File: src/rtl/uart8_rx_fifo.sv
// uart8_rx_fifo: FWFT byte buffer behind the 8-bit UART receiver.
// Turns done pulses into pushes, tracks overflow and rx error events.
module uart8_rx_fifo #(
  parameter int DEPTH  = 8,
  parameter int ADDR_W = 3
) (
  input  logic              clk,
  input  logic              rst_n,
  input  logic              en,
  input  logic              rx_done,
  input  logic              rx_err,
  input  logic [7:0]        rx_data,
  input  logic              rd_ready,
  input  logic              clr_status,
  output logic              rd_valid,
  output logic [7:0]        rd_data,
  output logic [ADDR_W:0]   count,
  output logic              full,
  output logic              empty,
  output logic              overflow,
  output logic [7:0]        err_count
);

  localparam logic [ADDR_W:0] FULL_CNT =
    (ADDR_W+1)'(DEPTH);

  logic [7:0]      mem [DEPTH];
  logic [ADDR_W:0] wp;
  logic [ADDR_W:0] rp;
  logic            done_q;
  logic            err_q;
  logic            push_ev;
  logic            err_ev;
  logic            pop;
  logic            push;
  logic            drop;

  assign push_ev = rx_done & ~done_q;
  assign err_ev  = rx_err & ~err_q;

  assign count    = wp - rp;
  assign full     = (count == FULL_CNT);
  assign empty    = (count == '0);
  assign rd_valid = ~empty;
  assign rd_data  = empty ? 8'h00
                          : mem[rp[ADDR_W-1:0]];

  assign pop  = en & rd_valid & rd_ready;
  assign push = en & push_ev & (~full | pop);
  assign drop = en & push_ev & full & ~pop;

  // Edge detectors track inputs even when disabled
  always_ff @(posedge clk or negedge rst_n) begin
    if (!rst_n) begin
      done_q <= 1'b0;
      err_q  <= 1'b0;
    end else begin
      done_q <= rx_done;
      err_q  <= rx_err;
    end
  end

  // Pointers: flushed while disabled, else advance
  always_ff @(posedge clk or negedge rst_n) begin
    if (!rst_n) begin
      wp <= '0;
      rp <= '0;
    end else if (!en) begin
      wp <= '0;
      rp <= '0;
    end else begin
      if (push) wp <= wp + 1'b1;
      if (pop)  rp <= rp + 1'b1;
    end
  end

  // Byte storage; contents need no reset
  always_ff @(posedge clk) begin
    if (push) mem[wp[ADDR_W-1:0]] <= rx_data;
  end

  // Sticky overflow; a new drop beats a clear
  always_ff @(posedge clk or negedge rst_n) begin
    if (!rst_n) begin
      overflow <= 1'b0;
    end else if (drop) begin
      overflow <= 1'b1;
    end else if (clr_status) begin
      overflow <= 1'b0;
    end
  end

  // Saturating error counter; event beats clear
  always_ff @(posedge clk or negedge rst_n) begin
    if (!rst_n) begin
      err_count <= 8'd0;
    end else if (err_ev && clr_status) begin
      err_count <= 8'd1;
    end else if (err_ev) begin
      if (err_count != 8'hFF)
        err_count <= err_count + 8'd1;
    end else if (clr_status) begin
      err_count <= 8'd0;
    end
  end

endmodule

File: config.mk
export PLATFORM = sky130hd
export DESIGN_NAME = uart8_rx_fifo
export DESIGN_NICKNAME = d
export VERILOG_FILES = /design/src/rtl/uart8_rx_fifo.sv
export SDC_FILE = /design/constraint.sdc
export NUM_CORES = 1
export LEC_CHECK = 0
export BUFFER_PORTS_ARGS = -buffer_cell sky130_fd_sc_hd__buf_2
export CAP_MARGIN = 5
export CORE_MARGIN = 2
export CORE_UTILIZATION = 55
export DETAILED_ROUTE_END_ITERATION = 8
export GPL_TIMING_DRIVEN = 0
export PLACE_DENSITY = 0.83
export SETUP_SLACK_MARGIN = 0.3
export SYNTH_ARGS = -nofsm -noshare
export SYNTH_HDL_FRONTEND = slang
export SYNTH_SLANG_ARGS = --single-unit
File: constraint.sdc
create_clock -name clk -period 3.4 [get_ports clk]
set_input_delay 0.68 -clock clk [delete_from_list [all_inputs] [get_ports clk]]
set_output_delay 0.68 -clock clk [all_outputs]
set_load 0.02 [all_outputs]
==> metrics.yaml, run 1 <==
multiInputGateArea_sq_mm: 0.00121
die_w_um: 84.8
die_h_um: 84.8
dieArea_sq_mm: 0.00718
hold_violations: 0
wire_per_inst_um: 19.5
rsz0062_at_grt: "yes"
yosysWarnings: 0
p_per_area_mw_per_mm2: 735
ant_nets: 0
cts_root_buf: "clkbuf_8"
placementRows: 29
maxSlewViolCount: 0
syn_nets: 255
synthesis.instances: 233
synthFlopType: "edfxtp_1"
seq_area_sq_mm: 0.00240
synth_area_leader_cell: "edfxtp_1"
vias: 2152
worst_slew_pin_slew_ps: 812
fin_hold_ws_ps: 255
grt_overflow: 0
grt_pass1_wl_mm: 11.6
required_ps: 2720
grt_max_degree: 20
insertion_delay_ps: 350
fin_crit_ps: 3190
syn_to_final_growth_pct: 20.9
worstSetupPathType: "reg2out"
yosys.area.top_type_share: 0.536
synth_cell_types: 41
startpoint_type: "register"
grt_pass1_vias: 2211
vdd_drop_max_v: 0.000583
drive_gt1_frac: 0.378
drtPass1Iterations: 4
cts_tree: "done"
n_antenna_cell: 0
wl_mm: 7.28
place_congestion: 0.827
status: "finished clean"
end_kind: "output pin"
antenna_found_initial: 0
critPathMaxFanout: 5
fin_crit_sh: 0.939
hp-class: "in2async"
setup_viol: 0
core_sq_mm: 0.00631
start_util: 0.568
fmax_mhz: 313
fillers: 459
cts_max_path_buffers: 2
io_pins: 39
vias_per_cell: 5.77
dp_hpwl_mm: 4.56
first_iter_violations: 125
layout.nets: 313
synth_area_per_cell_sq_um: 15.4
synth_area_sq_mm: 0.00359
drc: 0
cts.sinks: 83
clk_pin_slew_worst_paths_ps: 90
synth_edf_count: 64
cts-htree-levels: 3
p_leak_nw: 1.65
cts_made_buffers: 9
finalSetupTns_ps: 0
relSlewSlack: 0.457
synthTopCellsByArea: "edfxtp_1 (54%), dfrtp_1 (13%), mux4_2 (10%)"
seq_area_frac_synth: 0.668
hold_buffers: 0
port_buffers: 36
ys_ff_latch: 83
skew_ps: 14.5
drv_cap: 0
critPathArrivalTime_ps: 2510
async_reset_ff_frac: 0.229
grt_usage: 0.218
## path summary, 6_finish.rpt
path,end,cells past startpoint,slack (ps),start
min in group clk,err_q,1,450,rx_err
max in group asynchronous,wp[1],1,2810,rst_n
min,overflow,1,250,rst_n
max reg2reg,mem[6][0],8,410,rp[2]
min reg2reg,overflow,1,510,overflow
max,rd_data[4],9,210,rp[1]
## cell families after synthesis
group / count (synthesis) / synth area share
compound gates: 22 / 0.0398
xor+xnor: 10 / 0.0244
fa+ha+maj: 7 / 0.0265
buf+inv: 18 / 0.0223
flops: 83 / 0.668
mux: 21 / 0.114
simple gates: 72 / 0.104
## cell type report
type	count	share of cell area
flip-flops and latches	83	0.553
multi-input cells	132	0.279
repair buffers	47	0.0701
clock buffers	10	0.0294
well taps	77	0.0222
plain buffers	9	0.0193
clock inverters	6	0.0150
inverters	9	0.0118
## Yosys cell counts, drive strengths merged, types with 2 or more instances
| cell | instances |
|---|---|
| and3 | 4 |
| xor2 | 8 |
| a21oi | 12 |
| nand2b | 3 |
| nand2 | 30 |
| inv | 8 |
| edfxtp | 64 |
| and4b | 2 |
| nor3 | 2 |
| ha | 6 |
| nand3 | 5 |
| nand4 | 5 |
| or3 | 2 |
| dfrtp | 19 |
| a31oi | 2 |
| nor2 | 11 |
| nor3b | 3 |
| clkbuf | 2 |
| mux2i | 5 |
| buf | 7 |
| mux4 | 16 |
| xnor2 | 2 |
| o21ai | 4 |
## stage by stage
step / total power, mW / worst slack [ps] / cell area, sq um / std cells / utilization
global route: 3.33 / 108 / 4340 / 373 / 0.687
floorplan: 1.87 / 296 / 3590 / 233 / -
global placement: 2.14 / -763 / 3870 / 346 / 0.613
CTS: 3.12 / 221 / 4290 / 372 / 0.679
finish: 3.19 / 209 / 4340 / 373 / 0.687
detailed placement: 2.16 / -525 / 3890 / 348 / 0.616
## where the power goes
part	total [mW]	internal, mW	switching [mW]
Clock	0.695	0.341	0.353
Sequential	1.14	1.12	0.0192
Combinational	1.35	0.622	0.733
## worst max-delay path: stages, from the launching register on
cell and delay, ps:
dfrtp_1 400, buf_6 130, buf_12 120, inv_6 50
fa_2 440, or3_4 420, a21oi_4 230, buf_6 180
a21oi_1 50, buf_4 150
## timing repair
action,CTS,global route
gates resized for setup,44,11
pin swaps,3,2
setup endpoints to repair,78,29
hold endpoints to repair,0,0
cloned,1,0
setup buffers,7,1
## metal layers
metal,wire (um),share of wire,GRT usage,vias to the layer above
li1,-,-,-,992
met4,94,0.013,0.0967,0
met5,0,0,0,-
met3,251,0.034,0.0482,8
met1,3260,0.45,0.296,1101
met2,3680,0.51,0.344,51
## flip-flops by register name, summed over array words and instances (netlist names)
name	flops
wp	4
overflow	1
mem	64
rp	4
err_count	8
done_q	1
err_q	1
## layout by cell type (no fill, tap or decap), types with 2 or more instances in the layout
cell       n
o21ai_0    3
buf_6      7
dfrtp_1   18
nand3_1    5
ha_1       4
mux2i_1    5
clkbuf_1   2
nor3b_2    2
and3_1     4
and4b_1    2
edfxtp_1  64
buf_4     17
a21oi_2    6
a21oi_1    4
mux4_2    16
nand2_1   30
inv_1      4
clkbuf_8  10
a21oi_4    2
xor2_1     7
clkinv_4   2
inv_6      2
xnor2_1    2
nor2_1    11
nand2b_1   3
nand4_1    4
buf_2     28
inv_2      3
(Power assumes the default switching activity.)
==> run 2: changes to the inputs <==
--- a/config.mk
+++ b/config.mk
@@ -5,6 +5,7 @@
 export SDC_FILE = /design/constraint.sdc
 export NUM_CORES = 1
 export LEC_CHECK = 0
+export ABC_AREA = 1
 export BUFFER_PORTS_ARGS = -buffer_cell sky130_fd_sc_hd__buf_2
 export CAP_MARGIN = 5
 export CORE_MARGIN = 2
==> run 2 against run 1 <==
Global-route usage rose by 2.5 points. Non-clock buffer count grew 8. Clock-buffer cell count is 1 lower. Via count up 29%. Core utilization is 2.1 points lower. Combinational power up 34%. Sequential power is essentially flat. Power grew 15%. Flip-flop and latch count unchanged. Setup slack improved by 120 ps.
==> metrics.yaml, run 2 <==
drv_cap: 0  # unchanged
yosys.area.top_type_share: 0.513  # -0.0224
die_w_um: 86.5  # +2.1%
fin_crit_sh: 0.904  # -0.0344
synthesis.instances: 330  # +42%
skew_ps: 7.07  # -7.42 ps
place_congestion: 0.818  # -1.1%
io_pins: 39  # unchanged
pre_cts_slack_ps: 305  # +830 ps
grt_usage: 0.243  # +0.0248
fmax_mhz: 325  # +3.8%
largest_register_ffs: 64  # unchanged
wl_mm: 8.70  # +19%
worstSetupPathType: "reg2out"
status: "finished clean"
async_reset_ff_frac: 0.229  # unchanged
cts-htree-levels: 3  # unchanged
final_cell_mix: "nand2_1 (66), edfxtp_1 (64), buf_2 (38), a21oi_1 (36), inv_1 (22)"
setup_ws_ps: 326  # +117 ps
reg2reg_setup_slack_ps: 450  # +40 ps
worst_slew_pin_slew_ps: 884  # +72.5 ps
power_frac_seq: 0.312  # -0.045
maxSlewViolCount: 0  # unchanged
synth_area_sq_mm: 0.00374  # +4.4%
layout.nets: 417  # +33%
critPathMaxFanout: 6  # +1
netlist_top_cells_count: "nand2_1 (66), edfxtp_1 (64), a21oi_1 (36)"
syn_nets: 352  # +38%
synth_area_per_cell_sq_um: 11.3  # -26%
syn_to_final_growth_pct: 18.9
p_per_area_mw_per_mm2: 826  # +12%
grt_max_degree: 20  # unchanged
startpoint_type: "register"
drive_gt1_frac: 0.278  # -0.101
port_buffers: 37  # +2.8%
seq_area_frac_synth: 0.640  # -0.0279
dp_hpwl_mm: 5.44  # +20%
die_h_um: 86.5  # +2.1%
synthTopCellsByArea: "edfxtp_1 (51%), dfrtp_1 (13%), nand2_1 (6.6%)"
n_antenna_cell: 0  # unchanged
rsz0062_at_grt: "yes"
antenna_found_initial: 0  # unchanged
ant_nets: 0  # unchanged
core_sq_mm: 0.00668  # +5.8%
seq_area_sq_mm: 0.00240  # about the same
grt_overflow: 0  # unchanged
synth_cell_types: 35  # -15%
p_leak_nw: 1.91  # +15%
yosysWarnings: 0  # unchanged
vias: 2767  # +29%
power.combinational.fraction: 0.493  # +0.068
placementRows: 30  # +3.4%
start_util: 0.560  # -0.00787
synth_compound_area_frac: 0.103  # +0.0632
cts.sinks: 83  # unchanged
wire_per_inst_um: 18.1  # -7.2%
multiInputGateArea_sq_mm: 0.00122  # +0.72%
vias_per_cell: 5.76  # about the same
end_kind: "output pin"
vdd_drop_max_v: 0.000324  # -44%
synthAdderAreaFrac: 0.0254  # -0.00111
relSlewSlack: 0.408  # -0.0485
clkPwrFrac: 0.194  # -0.024
hp-class: "in2async"
clk_pin_slew_worst_paths_ps: 90  # about the same
cts_tree: "done"
required_ps: 2720  # about the same
synth_area_leader_cell: "edfxtp_1"
p_sw_mw: 1.52  # +37%
synth_top_family_by_area: "simple AND/OR/NAND/NOR gates"
swShare: 0.413  # +0.0661
yosysMostFrequentCell: "nand2_1"
setup_viol: 0  # unchanged
first_iter_violations: 389  # +210%
cts_max_path_buffers: 2  # unchanged
hold_violations: 0  # unchanged
ys_ff_latch: 83  # unchanged
synthMuxAreaShare: 0.0214  # -0.0930
critPathArrivalTime_ps: 2390  # -120 ps
cts_root_buf: "clkbuf_8"
drc: 0  # unchanged
fin_crit_ps: 3070  # -117 ps
cts_made_buffers: 9  # unchanged
grt_pass1_vias: 2756  # +25%
fillers: 471  # +2.6%
finalSetupTns_ps: 0  # unchanged
drtPass1Iterations: 6  # +2
insertion_delay_ps: 350  # about the same
dieArea_sq_mm: 0.00748  # +4.1%
synthFlopType: "edfxtp_1"
synth_edf_count: 64  # unchanged
synth_xor_area_frac: 0.0117  # -0.0127
p_int_mw: 2.16  # +3.6%
yosys.area_share.simple: 0.154  # +0.0495
final_common_cell: "nand2_1"
grt_pass1_wl_mm: 13.4  # +16%
## run 2: through the flow
| stage | utilization | total power [mW] | hold slack (ps) | cell area [sq um] | cells |
|---|---|---|---|---|---|
| after floorplan | - | 2.16 | 384 | 3740 | 330 |
| after global placement | 0.603 | 2.55 | 472 | 4030 | 447 |
| after detailed placement | 0.603 | 2.60 | 492 | 4030 | 447 |
| after CTS | 0.647 | 3.47 | 257 | 4320 | 471 |
| after global routing | 0.666 | 3.84 | 286 | 4450 | 480 |
| final | 0.666 | 3.68 | 258 | 4450 | 480 |
## run 2: what timing repair did
action,in CTS,in global routing
resized for setup,11,18
setup endpoints to repair,11,19
gates cloned,1,0
pin swaps,2,6
setup buffers,7,9
hold buffers,0,0
## run 2: path summary, 6_finish.rpt
path / start / to / cells after the start
worst min-delay path: rst_n / err_count[3] / 1
worst max register to register: rp[1] / mem[6][1] / 12
max in group asynchronous: rst_n / wp[0] / 1
worst max-delay path: rp[1] / rd_data[4] / 10
min in group clk: rx_done / done_q / 1
worst min register to register: overflow / overflow / 2
## run 2: power groups by stage
stage,clock [mW],combinational [mW],sequential [mW]
after detailed placement,0,1.43,1.17
after global routing,0.761,1.92,1.15
final,0.714,1.81,1.15
after global placement,0,1.38,1.17
after CTS,0.713,1.62,1.15
after floorplan,0,0.991,1.17
## run 2: layout make-up
type,instances,share of cell area
flip-flops and latches,83,0.539
multi-input cells,207,0.274
repair buffers,53,0.0736
inverters,29,0.0284
clock buffers,9,0.0278
well taps,80,0.0225
clock inverters,7,0.0169
plain buffers,11,0.0166
repair inverters,1,0.00169
## run 2: cell families after synthesis
kind of cell	after synthesis
and+or+nand+nor	121
xor gates and xnor gates	5
buffers and inverters	40
DFF	83
adders and majority gates	7
muxes	8
AOI/OAI and AO/OA	66
## run 2: critical path, stage by stage, from the launching register on
cell      delay [ps]
dfrtp_1          370
buf_6            150
clkinv_8          60
buf_12           120
fa_1             460
or2_4            250
nor2_4           150
nand3_4          140
inv_4            130
nor2_1            60
buf_4            160
## run 2: layer usage
| layer | GRT usage | vias up | part of all wire |
|---|---|---|---|
| li1 | - | 1284 | - |
| met1 | 0.294 | 1337 | 0.38 |
| met2 | 0.415 | 122 | 0.53 |
| met3 | 0.0390 | 24 | 0.066 |
| met4 | 0.136 | 0 | 0.026 |
| met5 | 0 | - | 0 |
